==> src/rtl/abr_prim_fifo_ptr_ctrl.sv <==
// abr_prim_fifo_ptr_ctrl
// Multi-channel FIFO pointer controller. Every channel owns a phase-tagged
// write pointer and read pointer ({phase, addr}) that address a shared
// storage macro. Depth may be any value >= 2, including non-powers of two:
// the address wraps at Depth-1 and toggles the phase bit. Status flags and
// the fill level are decoded only from registers. In Secure mode each
// pointer is shadowed by its complement and the pair is cross-checked every
// cycle, with a sticky err_o cleared only by reset.

module abr_prim_fifo_ptr_ctrl #(
    parameter int unsigned Depth         = 4,
    parameter int unsigned NumCh         = 2,
    parameter int unsigned AlmostFullThr = Depth - 1,
    parameter bit          Secure        = 1'b0,
    localparam int unsigned AddrW        = (Depth > 2) ? $clog2(Depth) : 1,
    localparam int unsigned PtrW         = AddrW + 1,
    localparam int unsigned CntW         = $clog2(Depth + 1)
) (
    input  logic                   clk_i,
    input  logic                   rst_b,
    input  logic [NumCh-1:0]       clr_i,
    input  logic [NumCh-1:0]       wr_en_i,
    input  logic [NumCh-1:0]       rd_en_i,
    output logic [NumCh-1:0]       wr_ack_o,
    output logic [NumCh-1:0]       rd_ack_o,
    output logic [NumCh*AddrW-1:0] waddr_o,
    output logic [NumCh*AddrW-1:0] raddr_o,
    output logic [NumCh*CntW-1:0]  depth_o,
    output logic [NumCh-1:0]       full_o,
    output logic [NumCh-1:0]       empty_o,
    output logic [NumCh-1:0]       almost_full_o,
    output logic [NumCh-1:0]       ovf_o,
    output logic [NumCh-1:0]       udf_o,
    output logic                   err_o
);

    localparam logic [AddrW-1:0] LastAddr = AddrW'(Depth - 1);

    logic [NumCh-1:0][PtrW-1:0] wptr_q, wptr_d;
    logic [NumCh-1:0][PtrW-1:0] rptr_q, rptr_d;
    logic [NumCh-1:0][PtrW-1:0] wshadow_q, wshadow_d;
    logic [NumCh-1:0][PtrW-1:0] rshadow_q, rshadow_d;
    logic [NumCh-1:0]           ovf_q, ovf_d;
    logic [NumCh-1:0]           udf_q, udf_d;
    logic                       err_q, err_d;

    logic [NumCh-1:0]           full;
    logic [NumCh-1:0]           empty;
    logic                       integ_fail;

    // Advance a pointer by one entry, wrapping at Depth-1 and flipping phase.
    function automatic logic [PtrW-1:0] ptr_inc(input logic [PtrW-1:0] ptr);
        logic [AddrW-1:0] addr;
        logic             phase;
        addr  = ptr[AddrW-1:0];
        phase = ptr[PtrW-1];
        if (addr == LastAddr) begin
            addr  = '0;
            phase = ~phase;
        end else begin
            addr = addr + 1'b1;
        end
        return {phase, addr};
    endfunction

    // Decode addresses, fill level and status flags from the pointer registers.
    always_comb begin
        // NOTE: every variable driven here gets a default first, so no path
        // through the block can leave one unassigned and infer a latch.
        full          = '0;
        empty         = '0;
        waddr_o       = '0;
        raddr_o       = '0;
        depth_o       = '0;
        almost_full_o = '0;
        for (int c = 0; c < NumCh; c++) begin
            logic [AddrW-1:0] wa;
            logic [AddrW-1:0] ra;
            logic [CntW-1:0]  wa_ext;
            logic [CntW-1:0]  ra_ext;
            logic [CntW-1:0]  level;
            logic             same_phase;
            wa         = wptr_q[c][AddrW-1:0];
            ra         = rptr_q[c][AddrW-1:0];
            wa_ext     = CntW'(wa);
            ra_ext     = CntW'(ra);
            same_phase = (wptr_q[c][PtrW-1] == rptr_q[c][PtrW-1]);
            empty[c]   = (wptr_q[c] == rptr_q[c]);
            full[c]    = (wa == ra) && !same_phase;
            level      = same_phase ? (wa_ext - ra_ext)
                                    : (CntW'(Depth) - ra_ext + wa_ext);
            waddr_o[c*AddrW +: AddrW] = wa;
            raddr_o[c*AddrW +: AddrW] = ra;
            depth_o[c*CntW +: CntW]   = level;
            almost_full_o[c]          = (level >= CntW'(AlmostFullThr));
        end
    end

    assign empty_o  = empty;
    assign full_o   = full;
    assign wr_ack_o = wr_en_i & ~full;
    assign rd_ack_o = rd_en_i & ~empty;
    assign ovf_o    = ovf_q;
    assign udf_o    = udf_q;
    assign err_o    = Secure ? err_q : 1'b0;

    // Next-state pointers and sticky flags; clear wins over push/pop.
    always_comb begin
        wptr_d = wptr_q;
        rptr_d = rptr_q;
        ovf_d  = ovf_q;
        udf_d  = udf_q;
        for (int c = 0; c < NumCh; c++) begin
            if (clr_i[c]) begin
                wptr_d[c] = '0;
                rptr_d[c] = '0;
                ovf_d[c]  = 1'b0;
                udf_d[c]  = 1'b0;
            end else begin
                if (wr_en_i[c] && !full[c]) begin
                    wptr_d[c] = ptr_inc(wptr_q[c]);
                end
                if (rd_en_i[c] && !empty[c]) begin
                    rptr_d[c] = ptr_inc(rptr_q[c]);
                end
                ovf_d[c] = ovf_q[c] | (wr_en_i[c] & full[c]);
                udf_d[c] = udf_q[c] | (rd_en_i[c] & empty[c]);
            end
        end
        wshadow_d = ~wptr_d;
        rshadow_d = ~rptr_d;
    end

    // Integrity check: shadow must be the complement and addr must be in range.
    always_comb begin
        integ_fail = 1'b0;
        for (int c = 0; c < NumCh; c++) begin
            if ((wptr_q[c] != ~wshadow_q[c]) || (rptr_q[c] != ~rshadow_q[c])) begin
                integ_fail = 1'b1;
            end
            if ((wptr_q[c][AddrW-1:0] > LastAddr) || (rptr_q[c][AddrW-1:0] > LastAddr)) begin
                integ_fail = 1'b1;
            end
        end
        err_d = err_q | (Secure & integ_fail);
    end

    // State registers; shadows reset to all-ones, the complement of zero.
    always_ff @(posedge clk_i or negedge rst_b) begin
        // NOTE: sequential state uses non-blocking assignments so every flop
        // samples the pre-edge values regardless of statement order.
        if (!rst_b) begin
            wptr_q    <= '0;
            rptr_q    <= '0;
            wshadow_q <= '1;
            rshadow_q <= '1;
            ovf_q     <= '0;
            udf_q     <= '0;
            err_q     <= 1'b0;
        end else begin
            wptr_q    <= wptr_d;
            rptr_q    <= rptr_d;
            wshadow_q <= wshadow_d;
            rshadow_q <= rshadow_d;
            ovf_q     <= ovf_d;
            udf_q     <= udf_d;
            err_q     <= err_d;
        end
    end

endmodule

==> config.mk <==
export PLATFORM = sky130hd
export DESIGN_NAME = abr_prim_fifo_ptr_ctrl
export DESIGN_NICKNAME = d
export VERILOG_FILES = /design/src/rtl/abr_prim_fifo_ptr_ctrl.sv
export SDC_FILE = /design/constraint.sdc
export NUM_CORES = 1
export LEC_CHECK = 0
export ABC_AREA = 1
export ABC_CLOCK_PERIOD_IN_PS = 1620
export CORE_MARGIN = 2
export CORE_UTILIZATION = 41
export DETAILED_ROUTE_END_ITERATION = 6
export PLACE_DENSITY_LB_ADDON = 0.05
export REMOVE_ABC_BUFFERS = 1
export SYNTH_ARGS = -nofsm -noshare
export SYNTH_HDL_FRONTEND = slang
export SYNTH_SLANG_ARGS = --single-unit
==> constraint.sdc <==
create_clock -name clk_i -period 1.62 [get_ports clk_i]
set_input_delay 0.324 -clock clk_i [delete_from_list [all_inputs] [get_ports clk_i]]
set_output_delay 0.324 -clock clk_i [all_outputs]
set_load 0.01 [all_outputs]
# After elaboration in Yosys (flattened, before gate mapping)
# Cells that the tools add are included.
word_totals:
  ff_bits: 16
  latch_bits: 0
  ram_bits: 0
  rom_bits: 0
  input_bits: 8
  out_inout_bits: 29
  word_cells: 94
  n_memories: 0
op_classes:
  add_sub_neg: 10
  n_mul: 0
  n_div: 0
  magnitude_cmp: 2
  n_eq_ne: 10
  shifts: 0
  mux: 22
  bitwise: 16
  n_reduce_logical: 24
ops:
  columns: ["operator", "n"]
  rows:
  - ["3-bit 2-to-1 mux", 10]
  - ["2-bit nonzero test", 8]
  - ["2-bit by 1-bit adder with 2-bit output, second input constant", 4]
  - ["2-bit equality test, second input constant", 4]
  - ["1-bit 2-to-1 mux", 8]
  - ["2-bit 2-to-1 mux", 4]
  - ["2-bit AND reduction", 4]
  - ["3-bit by 2-bit adder with 3-bit output", 2]
  - ["3-bit equality test", 2]
  - ["3-bit by 2-bit >= comparator with 1-bit output, second input constant", 2]
  - ["1-bit logical AND", 6]
  - ["1-bit logical NOT", 6]
  - ["2-bit by 2-bit subtractor with 3-bit output", 2]
  - ["3-bit by 2-bit subtractor with 3-bit output, first input constant", 2]
  - ["1-bit AND", 4]
  - ["2-bit AND", 2]
  - ["2-bit equality test", 2]
  - ["1-bit NOT", 4]
  - ["2-bit NOT", 2]
  - ["1-bit OR", 4]
  - ["1-bit equality test", 2]

# Logic depth before layout (Yosys ltp)
depth:
  ltp_word: 7
  depth_mapped: 9

# Worst setup path after synthesis
# No wires, ideal clock.
synth_timing:
  path_type: "register to output"
  startpoint: "register wptr_q (netlist bit waddr_o[0])"
  endpoint: "output port almost_full_o[0]"
  arrival_ns: 1.437
  required_ns: 1.296
  setup_slack_ns: -0.141
  path_stages_with_launch: 8
  path_cell_list: "dfrtp_1 > inv_1 > ha_1 > inv_1 > fa_1 > xor2_1 > inv_1 > nand2_1"
synth_via:
  elab_chain_cells: 3
  elab_cells_between_ends: 4
  cone_classes: "add/sub: 2; order compare: 1; mux: 1"
synth_rtl:
  columns: ["item", "line", "rtl"]
  rows:
  - ["from (decl)", "39", "logic [NumCh-1:0][PtrW-1:0] wptr_q, wptr_d;"]
  - ["from (signal assigned)", "161", "wptr_q <= wptr_d;"]
  - ["3-bit by 2-bit adder with 3-bit output or 2-bit by 2-bit subtractor with 3-bit output (tied branches)", "91, 90", null]
  - ["3-bit 2-to-1 mux *", "90", "level = same_phase ? (wa_ext - ra_ext)"]
  - ["named net depth_o[2]", "28", "output logic [NumCh*CntW-1:0] depth_o,"]
  - ["3-bit by 2-bit >= comparator with 1-bit output *", "95", "almost_full_o[c] = (level >= CntW'(AlmostFullThr));"]
  - ["to (decl)", "31", "output logic [NumCh-1:0] almost_full_o,"]
# Mark *: on every way through the listed nets, which the timed path passes. The rest lies on a longest branch.

# Worst setup path after layout
layout_timing:
  startpoint: "register wptr_q (netlist bit waddr_o[1])"
  endpoint: "output port almost_full_o[0]"
layout_via:
  elab_chain_cells: 3
  elab_cells_between_ends: 4
  cone_classes: "add/sub: 2; order compare: 1; mux: 1"
layout_rtl:
  columns: ["item", "line"]
  rows:
  - ["3-bit by 2-bit adder with 3-bit output or 2-bit by 2-bit subtractor with 3-bit output (tied branches)", "91, 90"]
  - ["3-bit 2-to-1 mux *", "90"]
  - ["3-bit by 2-bit >= comparator with 1-bit output *", "95"]
# Mark *: on every way between the ends. The rest lies on a longest branch, timed or not.

==> results.md <==
- EDFF count, synth: 0
- FF-to-FF End: waddr_o[1]
- Logic pwr share: 0.691
- CTS Buf Count: 3
- Power Dens Cells: 1340 nW/um^2
- Synth warnings: 0
- Synth unique cells: 17
- R2R setup slack: 100 ps
- Most common cell in the synthesized netlist: nand2_1
- Status: finished with violations
- Core Util, Final: 0.720
- Seq/Total Area, Yosys: 0.352
- Reg2reg path depth: 10
- Sw Pwr: 0.00104 W
- Clock sinks: 16
- Most instantiated cells after synthesis: nand2_1, inv_1, nand3_1, dfrtp_1, nor2_1
- Arrival time worst endpoint: 1710 ps
- Fin. Hold Viols: 0
- Final Critical Period: 2040 ps
- Final instance area: 1930 sq um
- Mean Syn Cell Area: 7.39 sq um
- Final GP Congestion: 0.779
- DR iter-0 viols: 33
- Latest clock arrival within the worst-skew pair: 290 ps
- First-pass GRT wire length: 5280 um
- Htree depth: 1
- Die Ht: 56.7 um
- Antenna diode count: 0
- Overflow after GRT: 0
- Vias in the first global route: 1227
- Final setup viols: 14
- Initial Utilization: 0.424
- Switching power share of the total: 0.402
- Max-cap viol count: 0
- Internal Power: 0.00155 W
- Io pins: 37
- CTS tree: done
- Mapped Area: 1140 sq um
- VDD IR-drop max: 1.11 mV
- Post-DP HPWL: 2220 um
- Layout cells sized above 1: 0.447
- Die W: 56.7 um
- # port buffers: 35
- Layout area overhead: 69.8%
- Synth area leader: dfrtp_1
- Clock power frac: 0.105
- GRT Total Usage: 0.209
- LEAKAGE: 1.08 nW
- Die footprint: 3210 sq um
- Worst min path class: in -> async
- Drt wl/cell: 12.4 um
- Critical Path RT: 1300 ps
- Clock slew at reported path FFs: 100 ps
- Fin Hold WS: 338 ps
- Failing checks: setup timing
- Dpl cell area: 1660 sq um
- Sequential share of power: 0.204
- Skew final: 3.00 ps
- Routed WL: 3220 um
- Critical path capture point type: output pin
- Core area: 2690 sq um
- CP Launch Type: flop
- Maximum clock rate: 491 MHz
- Deepest clock path buffer count: 2
- Worst-path maximum fanout: 3
- Root buffer selected by CTS: clkbuf_4
- Final worst-path cycle share: 1.26
- Max Slew Vio Count: 0
- Async SR Flop Fraction: 1.00
- Post-route setup slack: -417 ps
- Crit path to: almost_full_o[0]
- Most used DFF post-synth: dfrtp_1
- FF-to-FF Start: raddr_o[0]
- Critical path startpoint: waddr_o[1]
- Post-route DRC violation count: 0
- Synthesized instance count: 154
- Iteration count of the initial detailed-routing pass: 4
- RSZ-0062 raised after global routing: yes
- #FFs+latches synth: 16
- Post-synth top area share: 0.352
- Initial antenna violation count: 0
- Routed vias: 1219
- Final ANT Viol Nets: 0
- Nets: 247
- Rows: 19
- Crit Path Class: reg -> out
- Synth top area cells: dfrtp_1, nand2_1, ha_1, nand3_1, inv_1
- Vias per cell: 4.71
- Largest net degree at the start of global routing: 17
power groups by stage:
stage | Clock, W | Combinational [W] | Sequential, W
3_5_place_dp | 0 | 0.00141 | 0.000530
6_report | 0.000273 | 0.00179 | 0.000528
2_1_floorplan | 0 | 0.000577 | 0.000575
4_1_cts | 0.000282 | 0.00161 | 0.000519
5_1_grt | 0.000295 | 0.00196 | 0.000537
3_3_place_gp | 0 | 0.00138 | 0.000526
what timing repair did:
action                                  CTS  global route
endpoints found under the setup margin   24            25
hold endpoints to repair                  0             0
hold buffers                              0             0
setup buffers                            16             3
resized for setup                        94            26
pin swaps                                11            11
cells in the final DEF, fill, tap and decap left out:
| master | netlist | final |
|---|---|---|
| a21oi_1 | 3 | 3 |
| a21oi_2 | 1 | 1 |
| buf_2 | 1 | 5 |
| buf_4 | 10 | 44 |
| buf_6 | 0 | 12 |
| clkbuf_2 | 0 | 2 |
| clkbuf_4 | 0 | 3 |
| clkbuf_8 | 0 | 1 |
| clkdlybuf4s15_1 | 0 | 2 |
| clkdlybuf4s50_1 | 0 | 11 |
| conb_1 | 1 | 1 |
| dfrtp_1 | 16 | 16 |
| dlygate4sd2_1 | 0 | 5 |
| fa_2 | 0 | 2 |
| ha_1 | 8 | 5 |
| ha_4 | 0 | 3 |
| inv_1 | 24 | 13 |
| inv_2 | 6 | 15 |
| inv_4 | 0 | 2 |
| nand2_1 | 39 | 37 |
| nand2_4 | 0 | 5 |
| nand3_1 | 20 | 20 |
| nand3_4 | 0 | 4 |
| nor2_1 | 12 | 11 |
| nor2_2 | 0 | 1 |
| o21ai_0 | 2 | 2 |
| xor2_2 | 0 | 2 |
critical path, cell delays in order (launching register included):
cell     delay, ps
dfrtp_1        410
buf_4          160
fa_2           580
nand2_1         80
nand2_1         60
buf_2          120
worst min path at each step:
stage | from | end | slack (ps) | cells after the start
floorplan | rst_b | ovf_o[0] | 30 | 0
global placement | udf_o[1] | udf_o[1] | 500 | 2
detailed placement | ovf_o[1] | ovf_o[1] | 510 | 2
CTS | rst_b | waddr_o[3] | 350 | 2
global route | rst_b | rptr_q[5] | 350 | 2
finish | rst_b | rptr_q[5] | 340 | 2
layer usage:
layer	GRT usage	share of wire	vias up
met1	0.251	0.41	586
met3	0.0530	0.035	4
met2	0.379	0.55	26
li1	-	-	603
met5	0	0	-
met4	0.0306	0.0081	0
state kept, by name (all words and copies together), names as in the netlist:
register  cells
udf_o         2
waddr_o       4
raddr_o       4
wptr_q        2
rptr_q        2
ovf_o         2
cell type report:
| type | instances | area (sq um) |
|---|---|---|
| clock buffers | 4 | 36.3 |
| inverters | 30 | 118 |
| fillers | 224 | 753 |
| repair buffers | 81 | 674 |
| flip-flops and latches | 16 | 400 |
| well taps | 31 | 38.8 |
| multi-input cells | 97 | 666 |
stage by stage:
step                power, W  cells  worst slack (ps)  setup TNS [ps]
global route         0.00279    259              -488           -4680
CTS                  0.00242    257              -413           -3790
floorplan            0.00115    143              -187            -407
detailed placement   0.00194    237              -503           -4770
finish               0.00259    259              -417           -3560
global placement     0.00190    237              -462           -4510
logic make-up after synthesis:
| kind of cell | count (synthesis) | synth area share |
|---|---|---|
| compound gates | 6 | 0.0297 |
| xor+xnor | 2 | 0.0154 |
| fa+ha+maj | 10 | 0.123 |
| buf+inv | 41 | 0.169 |
| flops | 16 | 0.352 |
| other cells | 1 | 0.00329 |
| simple gates | 78 | 0.308 |
No activity file was read; power rests on OpenSTA's default activity.
